[config.mk]
export PLATFORM = sky130hd
export DESIGN_NAME = rtc_timer_array
export DESIGN_NICKNAME = d
export VERILOG_FILES = /design/src/rtl/rtc_timer_array.sv
export SDC_FILE = /design/constraint.sdc
export NUM_CORES = 1
export LEC_CHECK = 0
export CORE_ASPECT_RATIO = 1.2
export CORE_MARGIN = 1.5
export CORE_UTILIZATION = 52
export CTS_CLUSTER_DIAMETER = 120
export DETAILED_ROUTE_END_ITERATION = 16
export PLACE_DENSITY = 0.76
export SYNTH_ARGS = -nofsm -noshare
export SYNTH_HDL_FRONTEND = slang
export SYNTH_SLANG_ARGS = --single-unit
[constraint.sdc]
create_clock -name clk_i -period 5.5 [get_ports clk_i]
set_input_delay 1.375 -clock clk_i [delete_from_list [all_inputs] [get_ports clk_i]]
set_output_delay 1.375 -clock clk_i [all_outputs]
set_load 0.02 [all_outputs]
[src/rtl/rtc_timer_array.sv]
// rtc_timer_array: calibrated tick prescaler feeding N one-shot/periodic timers with sticky, maskable event flags
//   clk_i / rstn_i          : RTC clock, asynchronous active-low reset
//   calibre_*               : prescaler calibration load, value in (cycles per tick - 1) and readback
//   timer_update/enable/mode: per-channel load strobe, run level, mode (0 one-shot, 1 periodic)
//   timer_target_i/value_o  : per-channel target in / count out, channel k at [k*TIMER_W +: TIMER_W]
//   event_mask/flag_clr/flag: per-channel event mask, write-1-to-clear strobe, sticky flags
//   tick_o / event_o        : one-cycle tick pulse, OR of masked flags
module rtc_timer_array #(
    parameter int N_TIMERS = 4,
    parameter int TIMER_W  = 17,
    parameter int CAL_W    = 16
) (
    input  logic                         clk_i,
    input  logic                         rstn_i,
    input  logic                         calibre_update_i,
    input  logic [CAL_W-1:0]             calibre_sec_cnt_i,
    output logic [CAL_W-1:0]             calibre_sec_cnt_o,
    input  logic [N_TIMERS-1:0]          timer_update_i,
    input  logic [N_TIMERS-1:0]          timer_enable_i,
    input  logic [N_TIMERS-1:0]          timer_mode_i,
    input  logic [N_TIMERS*TIMER_W-1:0]  timer_target_i,
    output logic [N_TIMERS*TIMER_W-1:0]  timer_value_o,
    input  logic [N_TIMERS-1:0]          event_mask_i,
    input  logic [N_TIMERS-1:0]          event_flag_clr_i,
    output logic [N_TIMERS-1:0]          event_flag_o,
    output logic                         tick_o,
    output logic                         event_o
);
    typedef enum logic [1:0] {IDLE, RUN, DONE} state_t;

    logic [CAL_W-1:0]   cnt_q, cnt_d, cal_q, cal_d;
    logic               tick_q, tick_d;
    state_t             state_q [N_TIMERS];
    state_t             state_d [N_TIMERS];
    logic [TIMER_W-1:0] val_q [N_TIMERS];
    logic [TIMER_W-1:0] val_d [N_TIMERS];
    logic [TIMER_W-1:0] tgt_q [N_TIMERS];
    logic [TIMER_W-1:0] tgt_d [N_TIMERS];
    logic [N_TIMERS-1:0] mode_q, mode_d, flag_q, flag_d;

    // A calibration load restarts the period and swallows that cycle's compare
    always_comb begin
        cal_d  = calibre_update_i ? calibre_sec_cnt_i : cal_q;
        tick_d = !calibre_update_i && (cnt_q == cal_q);
        cnt_d  = (calibre_update_i || cnt_q == cal_q) ? '0 : cnt_q + 1'b1;
    end

    always_comb begin
        for (int k = 0; k < N_TIMERS; k++) begin
            state_d[k] = state_q[k];
            val_d[k]   = val_q[k];
            tgt_d[k]   = tgt_q[k];
            mode_d[k]  = mode_q[k];
            flag_d[k]  = flag_q[k] & ~event_flag_clr_i[k];
            if (timer_update_i[k]) begin
                tgt_d[k]   = timer_target_i[k*TIMER_W +: TIMER_W];
                mode_d[k]  = timer_mode_i[k];
                val_d[k]   = '0;
                state_d[k] = timer_enable_i[k] ? RUN : IDLE;
            end else begin
                case (state_q[k])
                    IDLE: if (timer_enable_i[k] && val_q[k] < tgt_q[k]) state_d[k] = RUN;
                    RUN: begin
                        if (!timer_enable_i[k]) begin
                            state_d[k] = IDLE;
                        end else if (tick_q) begin
                            // Target 0 is excluded so the free-running wrap to 0 never counts as expiry
                            if (tgt_q[k] != '0 && val_q[k] + 1'b1 == tgt_q[k]) begin
                                flag_d[k]  = 1'b1;
                                val_d[k]   = mode_q[k] ? '0 : tgt_q[k];
                                state_d[k] = mode_q[k] ? RUN : DONE;
                            end else begin
                                val_d[k] = val_q[k] + 1'b1;
                            end
                        end
                    end
                    DONE: begin
                        if (!timer_enable_i[k]) begin
                            state_d[k] = IDLE;
                            val_d[k]   = '0;
                        end
                    end
                    default: state_d[k] = IDLE;
                endcase
            end
        end
    end

    always_ff @(posedge clk_i or negedge rstn_i) begin
        if (!rstn_i) begin
            cnt_q  <= '0;
            cal_q  <= CAL_W'(15'h7FFF);
            tick_q <= 1'b0;
            mode_q <= '0;
            flag_q <= '0;
            for (int k = 0; k < N_TIMERS; k++) begin
                state_q[k] <= IDLE;
                val_q[k]   <= '0;
                tgt_q[k]   <= '0;
            end
        end else begin
            cnt_q  <= cnt_d;
            cal_q  <= cal_d;
            tick_q <= tick_d;
            mode_q <= mode_d;
            flag_q <= flag_d;
            for (int k = 0; k < N_TIMERS; k++) begin
                state_q[k] <= state_d[k];
                val_q[k]   <= val_d[k];
                tgt_q[k]   <= tgt_d[k];
            end
        end
    end

    for (genvar g = 0; g < N_TIMERS; g++) begin : g_val
        assign timer_value_o[g*TIMER_W +: TIMER_W] = val_q[g];
    end

    assign calibre_sec_cnt_o = cal_q;
    assign tick_o            = tick_q;
    assign event_flag_o      = flag_q;
    assign event_o           = |(flag_q & event_mask_i);
endmodule

==> results of run 1 <==
[Yosys cell counts (6+ instances only)]
library cell    n
and4_1         14
inv_1         104
or3_1          20
dfrtp_1       170
clkbuf_1       53
buf_2           8
nand2_1       166
xor2_1         50
mux2i_1        16
mux2_2         20
a31oi_1         8
buf_1          10
and3_1         21
nor3b_1         6
nor2b_1        16
o211ai_1       18
xnor2_1        63
a211oi_1        6
nand3_1        81
o21a_1          8
nor2_1         72
nand2b_1       12
o221ai_1        7
nor3_1         37
o21ai_0       109
and2_1          8
nand4_1        52
a221o_1        13
a21oi_1        53
a21o_1         19
dfstp_2        15
nor4_1         42
or4_1          10
ha_1           73
[sequential cells by signal, indices dropped and copies added (netlist names)]
| name | flops |
|---|---|
| mode_q | 4 |
| tick_o | 1 |
| cnt_q | 16 |
| tgt_q | 68 |
| event_flag_o | 4 |
| state_q | 8 |
| timer_value_o | 68 |
| calibre_sec_cnt_o | 16 |
[area by class of cell]
type	count	area share, %
multi-input cells	1124	48.4
repair buffers	206	13.0
flip-flops and latches	185	29.6
clock buffers	18	2.87
inverters	104	2.49
well taps	325	2.59
clock inverters	14	0.942
[per-layer routing]
| layer | track usage [%] | routed length, um | vias up |
|---|---|---|---|
| met2 | 48.7 | 17700 | 455 |
| met1 | 36.6 | 15300 | 5739 |
| met3 | 6.10 | 2730 | 90 |
| met5 | 0 | 0 | - |
| li1 | - | - | 5699 |
| met4 | 10.5 | 1010 | 0 |
[per-stage QoR]
step | utilization (%) | power, uW
2_1_floorplan | - | 1790
3_3_place_gp | 61.3 | 2000
3_5_place_dp | 61.3 | 2020
4_1_cts | 63.7 | 3280
5_1_grt | 63.7 | 3400
6_report | 63.7 | 3250
[power breakdown]
group	switching (uW)	total, uW	internal [uW]
Sequential	94.2	1530	1430
Clock	621	1260	636
Combinational	240	466	227
Total	955	3250	2290
[final timing paths]
path,slack [ns],start,depth (start not counted),to
min in group asynchronous,1.02,rstn_i,1,tgt_q[49]$_DFFE_PN0P_
worst max-delay path,1.55,event_mask_i[0],4,event_o
worst max register to register,1.61,timer_value_o[51]$_DFFE_PN0P_,9,timer_value_o[53]$_DFFE_PN0P_
worst min-delay path,0.53,tgt_q[17]$_DFFE_PN0P_,1,timer_value_o[34]$_DFFE_PN0P_
worst min register to register,0.53,tgt_q[17]$_DFFE_PN0P_,1,timer_value_o[34]$_DFFE_PN0P_
max in group asynchronous,3.30,rstn_i,2,tgt_q[66]$_DFFE_PN0P_
[placed cells by master (no fill, tap or decap), types with 8 or more instances in the layout]
| cell | instances |
|---|---|
| nand4_1 | 52 |
| dfstp_2 | 15 |
| xnor2_1 | 63 |
| a31oi_1 | 8 |
| a21oi_1 | 53 |
| dfrtp_1 | 170 |
| mux2_2 | 20 |
| nand2b_1 | 12 |
| o21ai_0 | 109 |
| mux2i_1 | 16 |
| buf_4 | 10 |
| clkbuf_16 | 18 |
| clkdlybuf4s50_1 | 195 |
| inv_1 | 104 |
| nand3_1 | 81 |
| nor2_1 | 72 |
| and4_1 | 14 |
| xor2_1 | 50 |
| or4_1 | 10 |
| and3_1 | 21 |
| nor4_1 | 42 |
| nor2b_1 | 16 |
| ha_1 | 73 |
| o211ai_1 | 18 |
| and2_1 | 8 |
| nor3_1 | 37 |
| or3_1 | 20 |
| o21a_1 | 8 |
| a221o_1 | 13 |
| nand2_1 | 166 |
| a21o_1 | 19 |
[logic make-up after synthesis]
family | Yosys count
compound gates | 310
flops | 185
fa+ha+maj | 73
buf+inv | 184
xor+xnor | 120
mux | 36
simple gates | 585
==> metrics, run 1 <==
outcome=finished, final reports clean; critical-path cell list=clkdlybuf4s50_1 > a22oi_1 > nand2_1 > clkdlybuf4s50_1; worst-path fanout max=1; Multi-input gate area=7590 um2; complex-gate fraction of the synthesized area=~16%; element type at the critical path end=primary output; dpl ws=1.40 ns; CTS tree=done; antenna cells=0; ys async rst share=100%; Die X=around 150 um; Synth top area share=32.8%; postcts setup bufs=0; main combinational cell family by area after synthesis=simple AND/OR/NAND/NOR gates; Clk Latency, worst-skew pair=0.44 ns; Post-Layout Cell Count=1,976; syn_area_per_cell=8.70 um2; max-cap check violation count=0; setup_tns=0 ns; Syn-to-layout area delta=20.7%; unrepaired setup endpoints after global routing=no; post-synthesis adder-cell area fraction=7.03%; post-CTS sizing=0; Post-Synth XOR/XNOR Area=8.86%; Core Region=24,600 um2; most used cell, CP=clkdlybuf4s50_1; CP startpoint kind=input port; row count=between 60 and 70; share of cells above drive strength 1=5.81%; period utilization=71.8%; Worst Clk Skew=0.0110 ns; Pins Over Slew Limit=0; CTS H-tree lvls=4; post-route cell area=15,700 um2; Worst-Margin Slew=roughly 1.3 ns; via count of the first global-routing pass=11,900; die height=176 um; pwr dens=207 nW/um2; pin count of the biggest net entering global routing=between 100 and 150; initial antenna violation count=0; Seq cells post-synth=roughly 190; Crit path buffers/inverters=2; final hold slack=0.533 ns; Synth warnings=0; number of vias per cell=between 6 and 7; number of fillers in the final layout=roughly 2,200; GR Overflow Total=0; post-DP HPWL=26.7 mm; Req. time, crit path=a little over 4 ns; leakage=between 0.006 and 0.007 uW; first drt pass iteration count=5; PnR worst setup slack=approximately 1.6 ns; mux cell area share after synthesis=2.97%; Top Ports=197; first-pass GRT wire length=60.7 mm; gpl congestion=0.957; Crit Path Category=input port to primary output; WP data arrival=2.57 ns; Slew Limit Headroom=14.0%; DR DRC count=0; total track usage=28.9%; Syn Inst Count=1,493; Hold Fails Final Rpt=0; # port buffers=around 200; dominant cell type by area after synthesis=dfrtp_1; Initial Util=52.8%; Tmin final=3.95 ns; CTS buffer count=17; fmax=253 MHz; Hold Buf Count CTS=0; Crit path max-delay family=buffers and inverters; final WL=36.7 mm; Routed WL per cell=18.6 um; Via Count=12,000; Tightest Hold Check Type=register to register; mapped cell area=13,000 um2; nets=approximately 1,800; number of flops mapped to enable cells by yosys=0; placed inst area=15,100 um2; Worst-path clk slew=0.08 ns; CTS max path bufs=2; drt first-iter violations=~870; Die Area=roughly 26,000 um2; maximum VDD drop=around 0.00018 V; slowest CP cell=clkdlybuf4s50_1; register area=4650 um2; final setup vio count=0; clock sinks=185; post-synthesis simple-gate area fraction=around a quarter; root buf cell=clkbuf_16; slowest stage delay, CP=a little under 0.6 ns; top cells by area, synth=dfrtp_1 (33%), ha_1 (7.0%), nand2_1 (4.8%); post-synthesis sequential area ratio=35.8%; Cell variety after synth=86; DRT antenna net count=0; syn nets=1,673; Primary FF master, synth=dfrtp_1; cell count after placement=between 1,500 and 2,000
No activity file was read; power rests on OpenSTA's default activity.
==> run 2: changes to the inputs <==
--- a/config.mk
+++ b/config.mk
@@ -7,10 +7,10 @@
 export LEC_CHECK = 0
 export CORE_ASPECT_RATIO = 1.2
 export CORE_MARGIN = 1.5
-export CORE_UTILIZATION = 52
+export CORE_UTILIZATION = 50
 export CTS_CLUSTER_DIAMETER = 120
 export DETAILED_ROUTE_END_ITERATION = 16
-export PLACE_DENSITY = 0.76
+export PLACE_DENSITY = 0.77
 export SYNTH_ARGS = -nofsm -noshare
 export SYNTH_HDL_FRONTEND = slang
 export SYNTH_SLANG_ARGS = --single-unit
==> constraint.sdc (replaced) <==
create_clock -name clk_i -period 3.48 [get_ports clk_i]
set_input_delay 0.87 -clock clk_i [delete_from_list [all_inputs] [get_ports clk_i]]
set_output_delay 0.87 -clock clk_i [all_outputs]
set_load 0.02 [all_outputs]
==> metrics, run 2 (synthesized netlist as in run 1, its figures left out) <==
worst flop-to-flop path endpoint=timer_value_o[43]$_DFFE_PN0P_; GR Overflow Total=0 (unchanged); # port buffers=196 (unchanged); outcome=finished, final reports clean; unrepaired setup endpoints after global routing=no; NetSw=1500 uW (+58%); Slew Limit Headroom=19.4% (+5.4 points); CTS buffer count=17 (unchanged); slowest CP cell=or4_1; Crit path buffers/inverters=1 (-1); nets=1,876 (+3.2%); Seq pwr share=46.9% (about the same); leakage=0.00704 uW (+4.2%); via count of the first global-routing pass=12,100 (+1.5%); Crit path max-delay family=simple AND/OR/NAND/NOR gates; Clk Latency, worst-skew pair=0.45 ns (about the same); commonest cells after routing, fill and taps aside=clkdlybuf4s50_1 (195), dfrtp_1 (170), nand2_1 (166); first-pass GRT wire length=62.8 mm (+3.5%); maximum VDD drop=0.000300 V (+66%); end-of-flow core utilization=63.3% (-0.46 points); R2R depth=10 (+1); pwr dens=319 nW/um2 (+54%); Initial Util=50.8% (-2.0 points); DR DRC count=0 (unchanged); number of vias per cell=6.06 (about the same); period utilization=94.8%; Die Area=26,900 um2 (+3.9%); clock sinks=185 (unchanged); Tightest Hold Check Type=input port to asynchronous set/reset pin; Via Count=12,400 (+3.2%); sw frac=29.2% (-0.17 points); critical-path cell list=ha_2 > nand4_4 > a311oi_1 > o221ai_1 > or4_1 > or4_4 > o31ai_4 > buf_12 > o21ai_0 > a221o_1; Req. time, crit path=3.81 ns (-0.31 ns); Die X=150 um (+1.9%); Worst-path clk slew=0.08 ns (about the same); Routed WL per cell=19.0 um (+2.0%); die height=180 um (+1.9%); DRT antenna net count=0 (unchanged); share of cells above drive strength 1=9.30% (+3.5 points); critical path depth=10 (+6); Hold Fails Final Rpt=0 (unchanged); fmax=303 MHz; CTS max path bufs=2 (unchanged); r2r startpoint=timer_value_o[35]$_DFFE_PN0P_; Cell Int Power=3640 uW (+59%); setup_tns=0 ns (unchanged); initial antenna violation count=1 (+1); final setup vio count=0 (unchanged); total power=5150 uW (+58%); crit path to=timer_value_o[43]$_DFFE_PN0P_; row count=64 (+1.6%); post-DP HPWL=29.0 mm (+8.5%); Syn-to-layout area delta=24.5%; Top Ports=197 (unchanged); flop2flop setup slack=0.18 ns (-1.43 ns); Worst-Margin Slew=1.20 ns (-0.0805 ns); first drt pass iteration count=6 (+1); root buf cell=clkbuf_16; final WL=38.7 mm (+5.3%); gpl congestion=0.938 (-2.0%); CTS tree=done; slowest stage delay, CP=0.54 ns (-0.05 ns); drt first-iter violations=785 (-9.9%); total track usage=29.2% (+0.26 points); combinational share of power=14.7% (+0.3 points); max-cap check violation count=0 (unchanged); CTS H-tree lvls=4 (unchanged); commonest non-fill, non-tap cell in the layout=clkdlybuf4s50_1; Worst Clk Skew=0.0153 ns (+0.00429 ns); worst-path fanout max=15 (+14); Tmin final=3.30 ns; Pins Over Slew Limit=0 (unchanged); Crit Path Category=register to register; Clk pwr share=38.4% (-0.3 points); WP data arrival=3.63 ns (+1.06 ns); pin count of the biggest net entering global routing=74 (-30%); CP startpoint kind=register; element type at the critical path end=register; Core Region=25,500 um2 (+3.9%); Crit. Startpoint=timer_value_o[35]$_DFFE_PN0P_
-- run 2: cell count changes in the layout (fill, tap and decap cells not counted), sizes merged --
cell / before / now
diode: 0 / 1
buf: 10 / 68
inv: 112 / 110
clkbuf: 19 / 18
clkinvlp: 0 / 4
bufinv: 0 / 1
clkinv: 6 / 4
-- run 2: repair_timing --
item | in CTS | in global routing
setup endpoints to repair | 0 | 26
hold buffers | 0 | 0
gates resized for setup | 0 | 7
setup buffers | 0 | 1
-- run 2: cell type report --
class / instances / area [um2]
flip-flops and latches: 185 / 4650
well taps: 330 / 413
inverters: 104 / 390
repair buffers: 264 / 2500
diodes: 1 / 2.50
multi-input cells: 1124 / 7620
clock inverters: 15 / 160
clock buffers: 17 / 425
fillers: 2224 / 9380
-- run 2: worst min-delay path by stage --
stage	cells after the start	slack, ns	from	end
after floorplan	1	0.49	tgt_q[17]$_DFFE_PN0P_	timer_value_o[34]$_DFFE_PN0P_
after global placement	2	0.55	tgt_q[40]$_DFFE_PN0P_	timer_value_o[23]$_DFFE_PN0P_
after detailed placement	1	0.55	tgt_q[17]$_DFFE_PN0P_	timer_value_o[34]$_DFFE_PN0P_
after CTS	1	0.46	rstn_i	tgt_q[47]$_DFFE_PN0P_
after global routing	1	0.48	rstn_i	tgt_q[46]$_DFFE_PN0P_
final	1	0.44	rstn_i	timer_value_o[30]$_DFFE_PN0P_
-- run 2: power by group through the flow --
stage / registers, uW / clock network (uW) / logic (uW)
after floorplan: 2420 / 0 / 403
after global placement: 2450 / 0 / 740
after detailed placement: 2450 / 0 / 754
after CTS: 2410 / 2020 / 759
after global routing: 2430 / 2110 / 842
final: 2410 / 1980 / 757
-- run 2: through the flow --
stage | worst slack (ns) | instances | hold slack (ns) | cell area, um2
final | 0.183 | 2040 | 0.443 | 16200
after global routing | 0.00494 | 2039 | 0.477 | 16200
after CTS | 0.0499 | 2038 | 0.456 | 16100
after detailed placement | 0.0982 | 2006 | 0.548 | 15500
after global placement | 0.103 | 2006 | 0.549 | 15500
after floorplan | 0.192 | 1493 | 0.494 | 13000
-- run 2: worst register-to-register path, delay by kind of cell, from the launching register on --
family / cells / cell delay [ns]
flip-flops: 1 / 0.37
adder cells (fa/ha/maj): 1 / 0.25
AO/OA/AOI/OAI: 5 / 1.16
buffers and inverters: 1 / 0.18
AND/OR/NAND/NOR: 3 / 1.22
-- run 2: metal layers --
metal	vias up	part of all wire (%)	global-route usage [%]
met2	497	48	47.8
met5	-	0	0
li1	5822	-	-
met4	0	3.4	11.4
met1	5947	41	37.5
met3	95	7.2	5.91
